$ cat src/rtl/riscv_mem.sv
// rtl/riscv_mem.sv - RISC-V memory-access stage: loads/stores over req/gnt/rvalid, branch resolve, WB pulse
module riscv_mem #(
    parameter int REGFILE_COUNT = 32,
    parameter int WORD_SIZE     = 32
) (
    input  logic                             clk_i,
    input  logic                             rst_i,
    input  logic                             ex_valid_i,
    output logic                             ex_ready_o,
    input  logic [WORD_SIZE-1:0]             alu_out_i,
    input  logic                             alu_zero_i,
    input  logic [WORD_SIZE-1:0]             read_data1_i,
    input  logic [WORD_SIZE-1:0]             jp_addr_i,
    input  logic [$clog2(REGFILE_COUNT)-1:0] write_reg_i,
    input  logic                             reg_write_i,
    input  logic                             mem_read_i,
    input  logic                             mem_write_i,
    input  logic                             branch_i,
    input  logic [1:0]                       mem_size_i,
    input  logic                             mem_unsigned_i,
    output logic                             dmem_req_o,
    output logic                             dmem_we_o,
    output logic [WORD_SIZE-1:0]             dmem_addr_o,
    output logic [3:0]                       dmem_be_o,
    output logic [WORD_SIZE-1:0]             dmem_wdata_o,
    input  logic                             dmem_gnt_i,
    input  logic                             dmem_rvalid_i,
    input  logic [WORD_SIZE-1:0]             dmem_rdata_i,
    output logic                             wb_valid_o,
    output logic                             wb_reg_write_o,
    output logic [WORD_SIZE-1:0]             wb_data_o,
    output logic [$clog2(REGFILE_COUNT)-1:0] wb_write_reg_o,
    output logic                             branch_taken_o,
    output logic [WORD_SIZE-1:0]             branch_target_o,
    output logic                             misaligned_o
);

    localparam int REG_W = $clog2(REGFILE_COUNT);

    typedef enum logic [1:0] {
        S_IDLE,
        S_REQ,
        S_WAIT
    } state_t;

    state_t             state;
    logic [1:0]         lat_off;
    logic [1:0]         lat_size;
    logic               lat_unsigned;
    logic               lat_reg_write;
    logic               lat_store;
    logic [REG_W-1:0]   lat_write_reg;

    logic [1:0]           ex_off;
    logic                 ex_is_mem;
    logic                 ex_misaligned;
    logic                 ex_take_branch;
    logic [3:0]           ex_be;
    logic [WORD_SIZE-1:0] ex_wdata;

    logic [7:0]           ld_byte;
    logic [15:0]          ld_half;
    logic [WORD_SIZE-1:0] ld_value;

    assign ex_ready_o     = (state == S_IDLE);
    assign ex_off         = alu_out_i[1:0];
    assign ex_is_mem      = mem_read_i | mem_write_i;
    assign ex_take_branch = branch_i & alu_zero_i;

    // Byte enables and lane-replicated store data for the accepted bundle
    always_comb begin
        ex_misaligned = 1'b0;
        ex_be         = 4'b1111;
        ex_wdata      = read_data1_i;
        case (mem_size_i)
            2'b00: begin
                ex_be    = 4'b0001 << ex_off;
                ex_wdata = {4{read_data1_i[7:0]}};
            end
            2'b01: begin
                ex_misaligned = ex_off[0];
                ex_be         = 4'b0011 << ex_off;
                ex_wdata      = {2{read_data1_i[15:0]}};
            end
            default: begin
                ex_misaligned = |ex_off;
            end
        endcase
    end

    // Lane extraction uses only the offset/size latched at accept
    always_comb begin
        ld_byte = 8'h00;
        case (lat_off)
            2'd0:    ld_byte = dmem_rdata_i[7:0];
            2'd1:    ld_byte = dmem_rdata_i[15:8];
            2'd2:    ld_byte = dmem_rdata_i[23:16];
            default: ld_byte = dmem_rdata_i[31:24];
        endcase
        ld_half = lat_off[1] ? dmem_rdata_i[31:16] : dmem_rdata_i[15:0];
        ld_value = dmem_rdata_i;
        case (lat_size)
            2'b00: begin
                if (lat_unsigned) begin
                    ld_value = {{(WORD_SIZE-8){1'b0}}, ld_byte};
                end else begin
                    ld_value = {{(WORD_SIZE-8){ld_byte[7]}}, ld_byte};
                end
            end
            2'b01: begin
                if (lat_unsigned) begin
                    ld_value = {{(WORD_SIZE-16){1'b0}}, ld_half};
                end else begin
                    ld_value = {{(WORD_SIZE-16){ld_half[15]}}, ld_half};
                end
            end
            default: ld_value = dmem_rdata_i;
        endcase
    end

    always_ff @(posedge clk_i) begin
        if (rst_i) begin
            state           <= S_IDLE;
            lat_off         <= '0;
            lat_size        <= '0;
            lat_unsigned    <= 1'b0;
            lat_reg_write   <= 1'b0;
            lat_store       <= 1'b0;
            lat_write_reg   <= '0;
            dmem_req_o      <= 1'b0;
            dmem_we_o       <= 1'b0;
            dmem_addr_o     <= '0;
            dmem_be_o       <= '0;
            dmem_wdata_o    <= '0;
            wb_valid_o      <= 1'b0;
            wb_reg_write_o  <= 1'b0;
            wb_data_o       <= '0;
            wb_write_reg_o  <= '0;
            branch_taken_o  <= 1'b0;
            branch_target_o <= '0;
            misaligned_o    <= 1'b0;
        end else begin
            wb_valid_o     <= 1'b0;
            branch_taken_o <= 1'b0;
            misaligned_o   <= 1'b0;
            case (state)
                S_IDLE: begin
                    if (ex_valid_i) begin
                        lat_off       <= ex_off;
                        lat_size      <= mem_size_i;
                        lat_unsigned  <= mem_unsigned_i;
                        lat_reg_write <= reg_write_i;
                        lat_store     <= mem_write_i;
                        lat_write_reg <= write_reg_i;
                        if (!ex_is_mem) begin
                            wb_valid_o     <= 1'b1;
                            wb_data_o      <= alu_out_i;
                            wb_write_reg_o <= write_reg_i;
                            wb_reg_write_o <= reg_write_i & ~ex_take_branch;
                            if (ex_take_branch) begin
                                branch_taken_o  <= 1'b1;
                                branch_target_o <= jp_addr_i;
                            end
                        end else if (ex_misaligned) begin
                            wb_valid_o     <= 1'b1;
                            wb_reg_write_o <= 1'b0;
                            wb_write_reg_o <= write_reg_i;
                            misaligned_o   <= 1'b1;
                        end else begin
                            // Read+write together is treated as a store
                            dmem_req_o   <= 1'b1;
                            dmem_we_o    <= mem_write_i;
                            dmem_addr_o  <= {alu_out_i[WORD_SIZE-1:2], 2'b00};
                            dmem_be_o    <= ex_be;
                            dmem_wdata_o <= ex_wdata;
                            state        <= S_REQ;
                        end
                    end
                end
                S_REQ: begin
                    if (dmem_gnt_i) begin
                        dmem_req_o <= 1'b0;
                        if (lat_store) begin
                            wb_valid_o     <= 1'b1;
                            wb_reg_write_o <= 1'b0;
                            wb_write_reg_o <= lat_write_reg;
                            state          <= S_IDLE;
                        end else begin
                            state <= S_WAIT;
                        end
                    end
                end
                S_WAIT: begin
                    if (dmem_rvalid_i) begin
                        wb_valid_o     <= 1'b1;
                        wb_data_o      <= ld_value;
                        wb_reg_write_o <= lat_reg_write;
                        wb_write_reg_o <= lat_write_reg;
                        state          <= S_IDLE;
                    end
                end
                default: state <= S_IDLE;
            endcase
        end
    end

endmodule

$ cat config.mk
export PLATFORM = sky130hd
export DESIGN_NAME = riscv_mem
export DESIGN_NICKNAME = d
export VERILOG_FILES = /design/src/rtl/riscv_mem.sv
export SDC_FILE = /design/constraint.sdc
export NUM_CORES = 1
export LEC_CHECK = 0
export ABC_AREA = 1
export CAP_MARGIN = 20
export CORE_MARGIN = 2
export CORE_UTILIZATION = 35
export DETAILED_ROUTE_END_ITERATION = 12
export PLACE_DENSITY_LB_ADDON = 0.2
export SETUP_SLACK_MARGIN = 0.15
export SYNTH_ARGS = -nofsm -noshare
export SYNTH_HDL_FRONTEND = slang
export SYNTH_SLANG_ARGS = --single-unit
$ cat constraint.sdc
create_clock -name clk_i -period 3.35 [get_ports clk_i]
set_input_delay 0.335 -clock clk_i [delete_from_list [all_inputs] [get_ports clk_i]]
set_output_delay 0.335 -clock clk_i [all_outputs]
set_load 0.02 [all_outputs]
==> flow_metrics.py <==
metrics = {
    "synthesis": {
        "ys_top_cells_by_area": "dfxtp_1, nand2_1, a21oi_1, o21ai_0, nor2_1",
        "synth_seq_area_share_pct": 44.94,
        "syn_area_per_cell_sq_um": 7.002,
        "synth-warning-count": 0,
        "synth_commonest_cells": "nand2_1, dfxtp_1, a21oi_1",
        "ys_async_sr_fraction_pct": 0,
        "yosys.area.top_type": "dfxtp_1",
        "syn_inst": 986,
        "synth-seq-cells": 155,
        "syn_area_sq_mm": 0.006904,
        "yosysTopAreaCellShare_pct": 44.94,
        "synthDistinctLibCells": 29,
        "synth_edf_count": 0,
        "synth_most_common_cell": "nand2_1",
        "ys.flop_type": "dfxtp_1",
    },
    "setup_path": {
        "crit_type": "reg -> reg",
        "critPathMaxFanout": 67,
        "slowest_stage": "buf_4",
        "startpoint_type": "register",
        "cp_cell_sequence": "inv_1 -> ha_1 -> nand2_1 -> buf_4 -> inv_2 -> nand4_2 -> inv_2 -> buf_4 -> o21ai_0 -> a21oi_1",
        "required_ns": 3.69,
        "worstPathArrival_ns": 2.67,
        "slowest_delay_ns": 0.47,
        "crit_path_end_kind": "register",
    },
    "floorplanning": {
        "io_pins": 290,
        "row_count": 51,
        "die_h_um": 144.5,
        "die_w_um": 144.5,
        "start_util_pct": 35.59,
        "core_area_sq_mm": 0.01940,
        "dieArea_sq_mm": 0.02087,
    },
    "placement": {
        "dp.cells": 1486,
        "dp_hpwl_um": 16790,
        "gp_congestion": 0.8172,
        "port_buffers": 287,
    },
    "timing": {
        "finalHoldViolCount": 0,
        "fmax_ghz": 0.4293,
        "drv_slew": 0,
        "finalCritPeriodShare_pct": 69.54,
        "fin_skew_ns": 0.008057,
        "rsz0062_at_grt": "false",
        "maxSlewHeadroom_pct": 53.55,
        "setup_viol": 0,
        "min_period_ns": 2.330,
        "setup-tns-final_ns": 0,
        "worst_pin_slew_ns": 0.6961,
    },
    "grt": {
        "grt_pass1_vias": 6696,
        "grt_usage_pct": 22.01,
        "grt_max_degree": 76,
        "gr-total-overflow": 0,
        "grt_antenna_before_repair": 0,
        "grt_pass1_wl_um": 35670,
    },
    "power_and_ir_drop": {
        "powerDensity_mw_per_mm2": 683.6,
        "p_leak_uw": 0.004253,
        "ir_drop_mv": 0.4504,
    },
    "cts": {
        "cts_made_buffers": 17,
        "cts_sinks": 155,
        "hold_buffers": 0,
        "cts.reportedPaths.clkPinSlew_ns": 0.07,
        "cts_resized": 0,
        "clockBufferDepth": 2,
        "htreeDepth": 4,
        "clock_latency_ns": 0.42,
        "tritoncts": "done",
        "root_buffer": "clkbuf_16",
        "cts_setup_buffers": 0,
    },
    "run": {
        "drv_cap": 0,
    },
    "run_status": {
        "status": "finished clean",
    },
    "cells_and_area": {
        "final-seq-area_sq_mm": 0.003103,
        "final_nets": 1391,
        "layout.cells.non_filler": 1517,
        "syn2layout_area_growth_pct": 51.67,
        "fin_util_pct": 53.98,
        "top_regs": "branch_target_o x32, dmem_wdata_o x32, wb_data_o x32",
        "fill_cells": 1920,
        "drive_gt1_share_pct": 5.431,
        "multiInputGateArea_sq_mm": 0.003244,
        "diodes": 0,
    },
    "routing": {
        "drt_iter0_drc": 310,
        "dr.pass1.iters": 4,
        "avgRoutedWirePerCell_um": 15.26,
        "ant_nets": 0,
        "vias": 7264,
        "vias_per_cell": 4.788,
        "drcViolationCount": 0,
        "routed_wl_um": 23150,
    },
    "min_path": {
        "hp-class": "reg -> reg",
    },
}
-- report_power, final --
group          internal (uW)  switching (uW)
Sequential              2210             201
Combinational           1190            1710
Clock                   1020             816
Total                   4430            2730
-- layout make-up --
type / count / share of cell area [%]
multi-input combinational: 699 / 30.98
inverter: 65 / 2.342
tap: 265 / 3.166
timing repair buffer: 302 / 28.63
sequential: 155 / 29.63
clock inverter: 13 / 1.147
clock buffer: 18 / 4.098
-- critical path, delay by kind of cell (launching register included) --
kind	cells	cell delay, ns
buffers and inverters	5	1.07
DFF	1	0.34
AOI/OAI and AO/OA	2	0.29
adders and majority gates	1	0.27
and+or+nand+nor	2	0.23
-- stage by stage --
| stage | hold slack [ns] | cell area (sq um) | setup WS, ns | power, uW |
|---|---|---|---|---|
| floorplan | 0.4546 | 6908 | 1.571 | 4148 |
| global placement | 0.4518 | 9922 | 0.9546 | 5347 |
| detailed placement | 0.4546 | 9922 | 0.8978 | 5362 |
| CTS | 0.4587 | 10470 | 1.017 | 7238 |
| global route | 0.4712 | 10470 | 0.7223 | 7649 |
| finish | 0.4650 | 10470 | 1.020 | 7158 |
-- metal layers --
| layer | vias up | global-route usage (%) | wire [um] |
|---|---|---|---|
| met4 | 0 | 6.387 | 312 |
| met2 | 239 | 34.67 | 10690 |
| met1 | 3249 | 29.01 | 10130 |
| li1 | 3755 | - | - |
| met3 | 21 | 6.887 | 2015 |
| met5 | - | 0 | 0 |
-- cells by family (layout without fill, tap and decap cells) --
family                     count (synthesis)  count (layout)  share of synthesized area (%)
and+or+nand+nor                          380             380                          22.69
AOI/OAI and AO/OA                        312             312                          23.20
DFF                                      155             155                          44.94
buffers and inverters                    133             398                          8.210
adders and majority gates                  5               5                         0.9061
other                                      1               2                        0.05432
-- layout by cell type, fill, tap and decap left out, types with 3 or more instances in the layout --
| master | n |
|---|---|
| inv_6 | 3 |
| inv_2 | 5 |
| clkdlybuf4s50_1 | 287 |
| o211ai_1 | 6 |
| clkinv_4 | 3 |
| or2_2 | 7 |
| clkinvlp_4 | 3 |
| nor2_2 | 3 |
| nand2_1 | 221 |
| clkbuf_16 | 17 |
| nand3b_1 | 3 |
| buf_4 | 14 |
| dfxtp_1 | 155 |
| ha_1 | 5 |
| a21oi_1 | 151 |
| inv_1 | 57 |
| a21boi_0 | 8 |
| nor2_1 | 94 |
| clkinv_2 | 4 |
| nand3_1 | 42 |
| o21ai_0 | 144 |
-- final timing paths --
check,start,endpoint,slack [ns],depth (start not counted)
max,state[1]$_SDFFE_PP0P_,dmem_addr_o[17]$_SDFFE_PP0P_,1.02,10
min,wb_write_reg_o[1]$_SDFFE_PP0P_,wb_write_reg_o[1]$_SDFFE_PP0P_,0.47,2
max reg2reg,state[1]$_SDFFE_PP0P_,dmem_addr_o[17]$_SDFFE_PP0P_,1.02,10
min reg2reg,wb_write_reg_o[1]$_SDFFE_PP0P_,wb_write_reg_o[1]$_SDFFE_PP0P_,0.47,2
(Power assumes the default switching activity.)
